File: src/rtl/wx_mem_responder.sv
// Memory-side responder for the compute engine's weight/activation bus: four 1-bit-wide weight
// and activation banks, a valid/ready preload stream, and en gating until compute_finish.
module wx_mem_responder #(
    parameter int unsigned W_ADDR_LEN = 20,
    parameter int unsigned X_ADDR_LEN = 10,
    parameter int unsigned W_SEL_LEN  = 2,
    parameter int unsigned X_SEL_LEN  = 2,
    parameter int unsigned W_DEPTH    = 16,
    parameter int unsigned X_DEPTH    = 16,
    parameter int unsigned CNT_LEN    = 16
) (
    input  logic                  clk,
    input  logic                  rst,
    input  logic                  start,
    input  logic                  ld_valid,
    output logic                  ld_ready,
    input  logic                  ld_target,
    input  logic [1:0]            ld_sel,
    input  logic [W_ADDR_LEN-1:0] ld_addr,
    input  logic                  ld_data,
    input  logic                  ld_last,
    output logic [CNT_LEN-1:0]    ld_count,
    output logic                  en,
    input  logic                  compute_finish,
    output logic                  done,
    output logic                  err_oob,
    input  logic [W_ADDR_LEN-1:0] w_addr,
    input  logic [W_SEL_LEN-1:0]  w_sel,
    input  logic                  w_wq,
    output logic                  w_data,
    input  logic [X_ADDR_LEN-1:0] x_addr,
    input  logic [X_SEL_LEN-1:0]  x_sel,
    input  logic                  x_wq,
    input  logic                  wx_write,
    output logic                  x_data
);

    localparam int unsigned W_IDX   = $clog2(W_DEPTH);
    localparam int unsigned X_IDX   = $clog2(X_DEPTH);
    localparam int unsigned W_BANKS = 2 ** W_SEL_LEN;
    localparam int unsigned X_BANKS = 2 ** X_SEL_LEN;

    typedef enum logic [1:0] {StIdle, StLoad, StRun, StDone} state_e;

    state_e               state_q;
    logic                 ld_ready_q;
    logic                 en_q;
    logic                 done_q;
    logic                 err_q;
    logic [CNT_LEN-1:0]   cnt_q;

    logic [W_DEPTH-1:0]   wbank_q [W_BANKS];
    logic [X_DEPTH-1:0]   xbank_q [X_BANKS];

    logic                  run;
    logic                  accept;
    logic [X_ADDR_LEN-1:0] ld_x_addr;
    logic                  ld_oob;
    logic                  w_oob;
    logic                  x_oob;
    logic                  oob_evt;

    assign run       = (state_q == StRun);
    assign accept    = ld_valid & ld_ready_q;
    // Activation preloads use only the low address bits before the range check.
    assign ld_x_addr = ld_addr[X_ADDR_LEN-1:0];
    assign ld_oob    = ld_target ? (ld_x_addr >= X_ADDR_LEN'(X_DEPTH))
                                 : (ld_addr >= W_ADDR_LEN'(W_DEPTH));
    assign w_oob     = (w_addr >= W_ADDR_LEN'(W_DEPTH));
    assign x_oob     = (x_addr >= X_ADDR_LEN'(X_DEPTH));
    // Weight writes are never legal, so any attempt during RUN is flagged.
    assign oob_evt   = (accept & ld_oob) | (run & (w_oob | x_oob | w_wq));

    assign w_data   = run & ~w_oob & wbank_q[w_sel][w_addr[W_IDX-1:0]];
    assign x_data   = run & ~x_oob & xbank_q[x_sel][x_addr[X_IDX-1:0]];
    assign ld_ready = ld_ready_q;
    assign en       = en_q;
    assign done     = done_q;
    assign err_oob  = err_q;
    assign ld_count = cnt_q;

    always_ff @(posedge clk or negedge rst) begin
        if (!rst) begin
            state_q    <= StIdle;
            ld_ready_q <= 1'b0;
            en_q       <= 1'b0;
            done_q     <= 1'b0;
            err_q      <= 1'b0;
            cnt_q      <= '0;
        end else begin
            if (oob_evt) begin
                err_q <= 1'b1;
            end
            unique case (state_q)
                StIdle, StDone: begin
                    if (start) begin
                        state_q    <= StLoad;
                        ld_ready_q <= 1'b1;
                        done_q     <= 1'b0;
                        cnt_q      <= '0;
                    end
                end
                StLoad: begin
                    if (accept) begin
                        if (cnt_q != '1) begin
                            cnt_q <= cnt_q + CNT_LEN'(1);
                        end
                        if (ld_last) begin
                            state_q    <= StRun;
                            ld_ready_q <= 1'b0;
                            en_q       <= 1'b1;
                        end
                    end
                end
                StRun: begin
                    if (compute_finish) begin
                        state_q <= StDone;
                        en_q    <= 1'b0;
                        done_q  <= 1'b1;
                    end
                end
                default: state_q <= StIdle;
            endcase
        end
    end

    always_ff @(posedge clk or negedge rst) begin
        if (!rst) begin
            for (int i = 0; i < int'(W_BANKS); i++) begin
                wbank_q[i] <= '0;
            end
            for (int i = 0; i < int'(X_BANKS); i++) begin
                xbank_q[i] <= '0;
            end
        end else begin
            if (accept && !ld_oob) begin
                if (ld_target) begin
                    xbank_q[ld_sel][ld_addr[X_IDX-1:0]] <= ld_data;
                end else begin
                    wbank_q[ld_sel][ld_addr[W_IDX-1:0]] <= ld_data;
                end
            end
            if (run && x_wq && !x_oob) begin
                xbank_q[x_sel][x_addr[X_IDX-1:0]] <= wx_write;
            end
        end
    end

endmodule
File: config.mk
export PLATFORM = sky130hd
export DESIGN_NAME = wx_mem_responder
export DESIGN_NICKNAME = d
export VERILOG_FILES = /design/src/rtl/wx_mem_responder.sv
export SDC_FILE = /design/constraint.sdc
export NUM_CORES = 1
export LEC_CHECK = 0
export ABC_AREA = 1
export BUFFER_PORTS_ARGS = -buffer_cell sky130_fd_sc_hd__buf_2
export CORE_MARGIN = 5
export CORE_UTILIZATION = 55
export CTS_CLUSTER_DIAMETER = 50
export DETAILED_ROUTE_END_ITERATION = 12
export GPL_TIMING_DRIVEN = 0
export PLACE_DENSITY = 0.76
export SLEW_MARGIN = 20
export SYNTH_ARGS = -nofsm -noshare
export SYNTH_HDL_FRONTEND = slang
export SYNTH_SLANG_ARGS = --single-unit
File: constraint.sdc
create_clock -name clk -period 1.9 [get_ports clk]
set_clock_uncertainty 0.15 [all_clocks]
set_input_delay 0.095 -clock clk [delete_from_list [all_inputs] [get_ports clk]]
set_output_delay 0.095 -clock clk [all_outputs]
set_load 0.02 [all_outputs]
After elaboration in Yosys (flattened, before gate mapping)
Index checks and enable logic that the tools add are counted.
{"block": "op_classes", "n_reduce_logical": 20, "n_lt_le_gt_ge": 14, "eq_ne": 9, "n_mux": 45, "bitwise_logic": 16, "n_addsub": 1}
{"op": "$bwmux 64", "n": 3}
{"op": "$mux 64", "n": 3}
{"op": "$mux 16", "n": 9}
{"op": "$bmux 16 s2", "n": 2}
{"op": "$demux 16 s2", "n": 2}
{"op": "$ge 20x5->1 const B", "n": 2}
{"op": "$pmux 16 s2", "n": 1}
{"op": "$ge 10x5->1 const B", "n": 2}
{"op": "$add 16x1->16 const B", "n": 1}
{"op": "$ne 16x16->1 const B", "n": 1}
{"op": "$reduce_and 4->1", "n": 4}
{"op": "$lt 4x5->1 const B", "n": 3}
{"op": "$mux 1", "n": 13}
{"op": "$ne 2x2->1 const B", "n": 5}
{"op": "$ge 3x3->1 const B", "n": 3}
{"op": "$not 2->3", "n": 3}
{"op": "$bmux 1 s4", "n": 2}
{"op": "$demux 1 s4", "n": 2}
{"op": "$ge 4x1->1 const B", "n": 2}
{"op": "$mux 2", "n": 4}
{"op": "$and 1x1->1", "n": 7}
{"op": "$logic_and 1x1->1", "n": 7}
{"op": "$lt 3x1->1 const B", "n": 2}
{"op": "$pmux 1 s2", "n": 3}
{"op": "other kinds (11)", "n": 19}
{"block": "totals", "output_inout_bits": 22, "register_bits": 150, "elab_cells": 119, "inputBits": 67}

Logic depth before layout (Yosys ltp)
{"block": "depth", "word_depth": 11, "depth_mapped": 12, "ltp_nobuf": 11}

Worst setup path after synthesis
Ideal clock, no wire load.
{"block": "synth_timing", "kind": "register -> register", "from": "register cnt_q[0], in the netlist ld_count[0]", "to": "register cnt_q[2], in the netlist ld_count[2]", "period_less_slack_ps": 1895, "t_arrival_ps": 1668, "setup_time_ps": 77, "t_required_ps": 1673, "setup_slack_ps": 5, "path_buffers": 1, "path_stages_with_launch": 11, "cell_sequence": "dfrtp_1 -> ha_1 -> nand2_1 -> nor2_4 -> nand4_1 -> nand2_2 -> inv_2 -> buf_6 -> nand3_1 -> nand2_1 -> a21oi_1"}
{"block": "synth_via", "elab_chain_len": 4, "word_cells_on_any_way": 7, "cone_classes": "1 x add/sub; 2 x eq/ne; 3 x mux; 1 x reduce/logical"}
{"item": "start: declaration", "line_no": "50", "text": "logic [CNT_LEN-1:0] cnt_q;"}
{"item": "start signal: assignment", "line_no": "106", "text": "cnt_q <= cnt_q + CNT_LEN'(1);"}
{"item": "$add 16x1->16", "line_no": "106"}
{"item": "$mux 16", "line_no": "105", "text": "if (cnt_q != '1) begin"}
{"item": "$mux 16", "line_no": "104", "text": "if (accept) begin"}
{"item": "$pmux 16 s2", "line_no": "94", "text": "unique case (state_q)"}
Several ways; a longest one is shown, not always the timed one. The select of a mux whose other input is x is not followed.
A chain may end at the register's enable or synchronous reset.

Worst setup path after layout
{"block": "layout_timing", "from": "register xbank_q[26] (netlist bit)", "to": "output x_data"}
{"block": "layout_via", "elab_chain_len": 6}
{"item": "start: declaration", "line_no": "53", "text": "logic [X_DEPTH-1:0] xbank_q [X_BANKS];"}
{"item": "start signal: indexed assignment", "line_no": "138", "text": "xbank_q[ld_sel][ld_addr[X_IDX-1:0]] <= ld_data;"}
{"item": "start signal: indexed assignment", "line_no": "144", "text": "xbank_q[x_sel][x_addr[X_IDX-1:0]] <= wx_write;"}
{"item": "$bmux 16 s2", "line_no": "75", "text": "assign x_data = run & ~x_oob & xbank_q[x_sel][x_addr[X_IDX-1:0]];"}
{"item": "$mux 16 (implied by the code) (2 in a row)", "line_no": "75"}
{"item": "$bmux 1 s4", "line_no": "75"}
{"item": "$mux 1 (implied by the code)", "line_no": "75"}
{"item": "$and 1x1->1", "line_no": "75"}
{"item": "end: declaration", "line_no": "35", "text": "output logic x_data"}
No other way between the ends. The select of a mux whose other input is x is not followed.

==> impl_results.md <==
* Status: finished with violations
* Violated checks: negative setup slack
* Post-layout min period at 2100 ps
* Area of the multi-input gates at 0.00590 mm²
* Setup WS pre-CTS at -491 ps
* Worst Hold End: wbank_q[18]$_DFFE_PN0P_
* Total GRT Usage at 35.1%
* P&R area growth vs syn at 29.4%
* RD Place Congestion at 1.03
* Nets at 1,777
* Total number of vias at 11.5k
* Port bufs at 85
* Worst hold start: ld_sel[1]
* CP Launch Type: flop
* CP endpoint kind: output port
* Largest net degree at the start of global routing at 96
* DRC viols at 0
* Syn Inst Count at 1,545
* Seq/Total Area, Yosys at 38.1%
* Leak Pwr at 6.40 nW
* Cells on worst reg2reg path at 11
* Required @ worst endpoint at 1650 ps
* GRT overflow at 0
* Via/cell ratio at 5.91
* Clock Latency Late Sink at 450 ps
* Syn Std Cell Area at 0.00985 mm²
* Die height at 144 µm
* Crit share post-route at 110%
* First-pass GRT wire length at 55.2 mm
* Post-synthesis async set-or-reset flop share at 100%
* Root Buffer: clkbuf_16
* Initial Util at 55.4%
* WHS at 15.2 ps
* DIE WIDTH at 144 µm
* Bufs on Longest Clock Path at 2
* Setup ws final at -199 ps
* Fmax at 476 MHz
* Die area at 0.0207 mm²
* Syn avg cell area at 6.38 µm²
* # diodes at 0
* Clock sink total at 150
* PD cells at 759 mW/mm²
* Clock transition at path regs at 70 ps
* Fillers at 1,457
* Final hold violations at 0
* Worst relative slew slack at 33.7%
* Starting DRT DRC Count at 1,444
* Worst hold path depth at 4
* Fin area at 0.0128 mm²
* Internal reg-to-reg setup slack at -140 ps
* Measured slew at the worst slew-check pin at 991 ps
* Type of the worst setup path: reg2out
* Routed Antenna Nets at 0
* Syn_nets at 1,616
* Peak supply drop at 818 µV
* # setup viols final at 69
* DR WL/cell at 19.5 µm
* Vias in the first global route at 10.3k
* Yosys cell types at 36
* Hold Path Class: in2reg
* Site row count at 49
* HPWL after DPL at 26.5 mm
* Most frequent cells in the layout: nand2_1, nor2_1, inv_1
* Worst R2R End: xbank_q[22]$_DFF_PN0_
* Critical Path Fanout Max at 2
* Ys Warns at 0
* Htree depth at 4
* Drt pass-1 iters at 6
* Commonest non-fill, non-tap cell in the layout: nand2_1
* Critical R2R Launch: state_q[0]$_DFFE_PN0P_
* Layout cell share with drive strength beyond 1 at 21.6%
* EDFF count, synth at 0
* RSZ-0062 raised after global routing: true
* Dominant synthesized flop cell: dfrtp_1
* TritonCTS Buffers at 17
* Routed Wire Length at 38.0 mm
* Initial antenna violation count at 0
* Crit path DAT at 1850 ps
* FF+latch area at 0.00375 mm²
* #FFs+latches synth at 150
* Ports at 89
* Slew Limit Fails at 0
* CTS tree: yes
* CORE AREA at 0.0178 mm²
* Area after DPL at 0.0106 mm²
* Max cap viols at 0
## critical path, stage by stage, from the launching register on
cell	delay, ps
dfrtp_1	410
nand2_1	90
nand2_1	110
nand2_1	90
nand2_1	80
nand2_1	70
nand2_1	50
o21ai_1	130
nand2_1	80
nor2_2	110
nor2_1	40
buf_4	150
## synthesized netlist by cell type (2+ instances only)
master	number	area (µm²)
a21oi_1	17	85.1
a31oi_1	36	225
buf_1	5	18.8
buf_2	20	100
buf_4	7	52.6
buf_6	14	158
clkbuf_1	28	105
dfrtp_1	150	3750
ha_1	4	50.1
inv_1	160	601
inv_2	2	7.51
nand2_1	513	1930
nand2_2	2	12.5
nand3_1	104	521
nand3b_1	2	15.0
nand4_1	8	50.1
nor2_1	257	965
nor3_1	15	75.1
nor4_1	3	18.8
o211ai_1	17	128
o21ai_0	91	455
o21ai_1	65	325
o22ai_1	4	25.0
o31ai_1	5	37.5
or2_2	4	25.0
xor2_1	2	17.5
## how the worst max path moves through the flow
| stage | depth (start not counted) | start | end |
|---|---|---|---|
| final | 11 | xbank_q[26]$_DFF_PN0_ | x_data |
| after global routing | 11 | state_q[0]$_DFFE_PN0P_ | xbank_q[22]$_DFF_PN0_ |
| after CTS | 11 | xbank_q[60]$_DFF_PN0_ | x_data |
| after detailed placement | 10 | state_q[0]$_DFFE_PN0P_ | xbank_q[48]$_DFF_PN0_ |
| after global placement | 1 | rst | wbank_q[26]$_DFFE_PN0P_ |
| after floorplan | 10 | ld_count[0]$_DFFE_PN0P_ | ld_count[2]$_DFFE_PN0P_ |
## per-stage QoR
stage | utilization (%) | setup TNS, ps | cells | total power [mW]
after global routing | 71.7 | -10960 | 1948 | 9.96
final | 71.7 | -4360 | 1948 | 9.68
after CTS | 65.9 | -1630 | 1921 | 8.84
after floorplan | - | 0 | 1545 | 4.37
after detailed placement | 59.6 | -24530 | 1860 | 4.92
after global placement | 59.4 | -291190 | 1859 | 4.89
## final cells by class
cell class,instances,area share (%)
clock inverters,13,1.27
plain buffers,73,3.90
clock buffers,19,3.55
well taps,229,2.25
multi-input cells,1158,46.2
flip-flops and latches,150,29.4
inverters,163,5.12
repair buffers,143,8.24
## cells by family after synthesis
family	after synthesis	share of synthesized area, %
AOI/OAI and AO/OA	239	13.4
adders and majority gates	4	0.508
DFF	150	38.1
buffers and inverters	237	10.6
xor gates and xnor gates	2	0.178
and+or+nand+nor	913	37.2
## per-layer routing
metal  global-route usage (%)  part of all wire (%)  vias up
li1                         -                     -     5240
met1                     46.0                    38     5324
met2                     54.4                    45      771
met3                     8.15                    11      170
met4                     18.1                   6.1        0
met5                        0                     0        -
## sequential cells by signal, indices dropped and copies added, names as in the netlist
signal	count
err_oob	1
wbank_q	64
ld_ready	1
ld_count	16
xbank_q	64
en	1
done	1
state_q	2
## power breakdown
| part | internal (mW) | total [mW] | switching (mW) |
|---|---|---|---|
| Sequential | 3.28 | 3.37 | 0.0902 |
| Clock | 2.05 | 3.60 | 1.56 |
| Combinational | 1.08 | 2.71 | 1.63 |
## timing repair
| action | CTS | global route |
|---|---|---|
| endpoints found under the hold margin | 158 | 0 |
| hold buffers | 9 | 0 |
| resized for setup | 105 | 233 |
| cloned | 5 | 2 |
| setup endpoints to repair | 84 | 84 |
| pin swaps | 30 | 70 |
| buffers inserted | 16 | 25 |
Note: power is estimated with default switching activity, not from simulation.
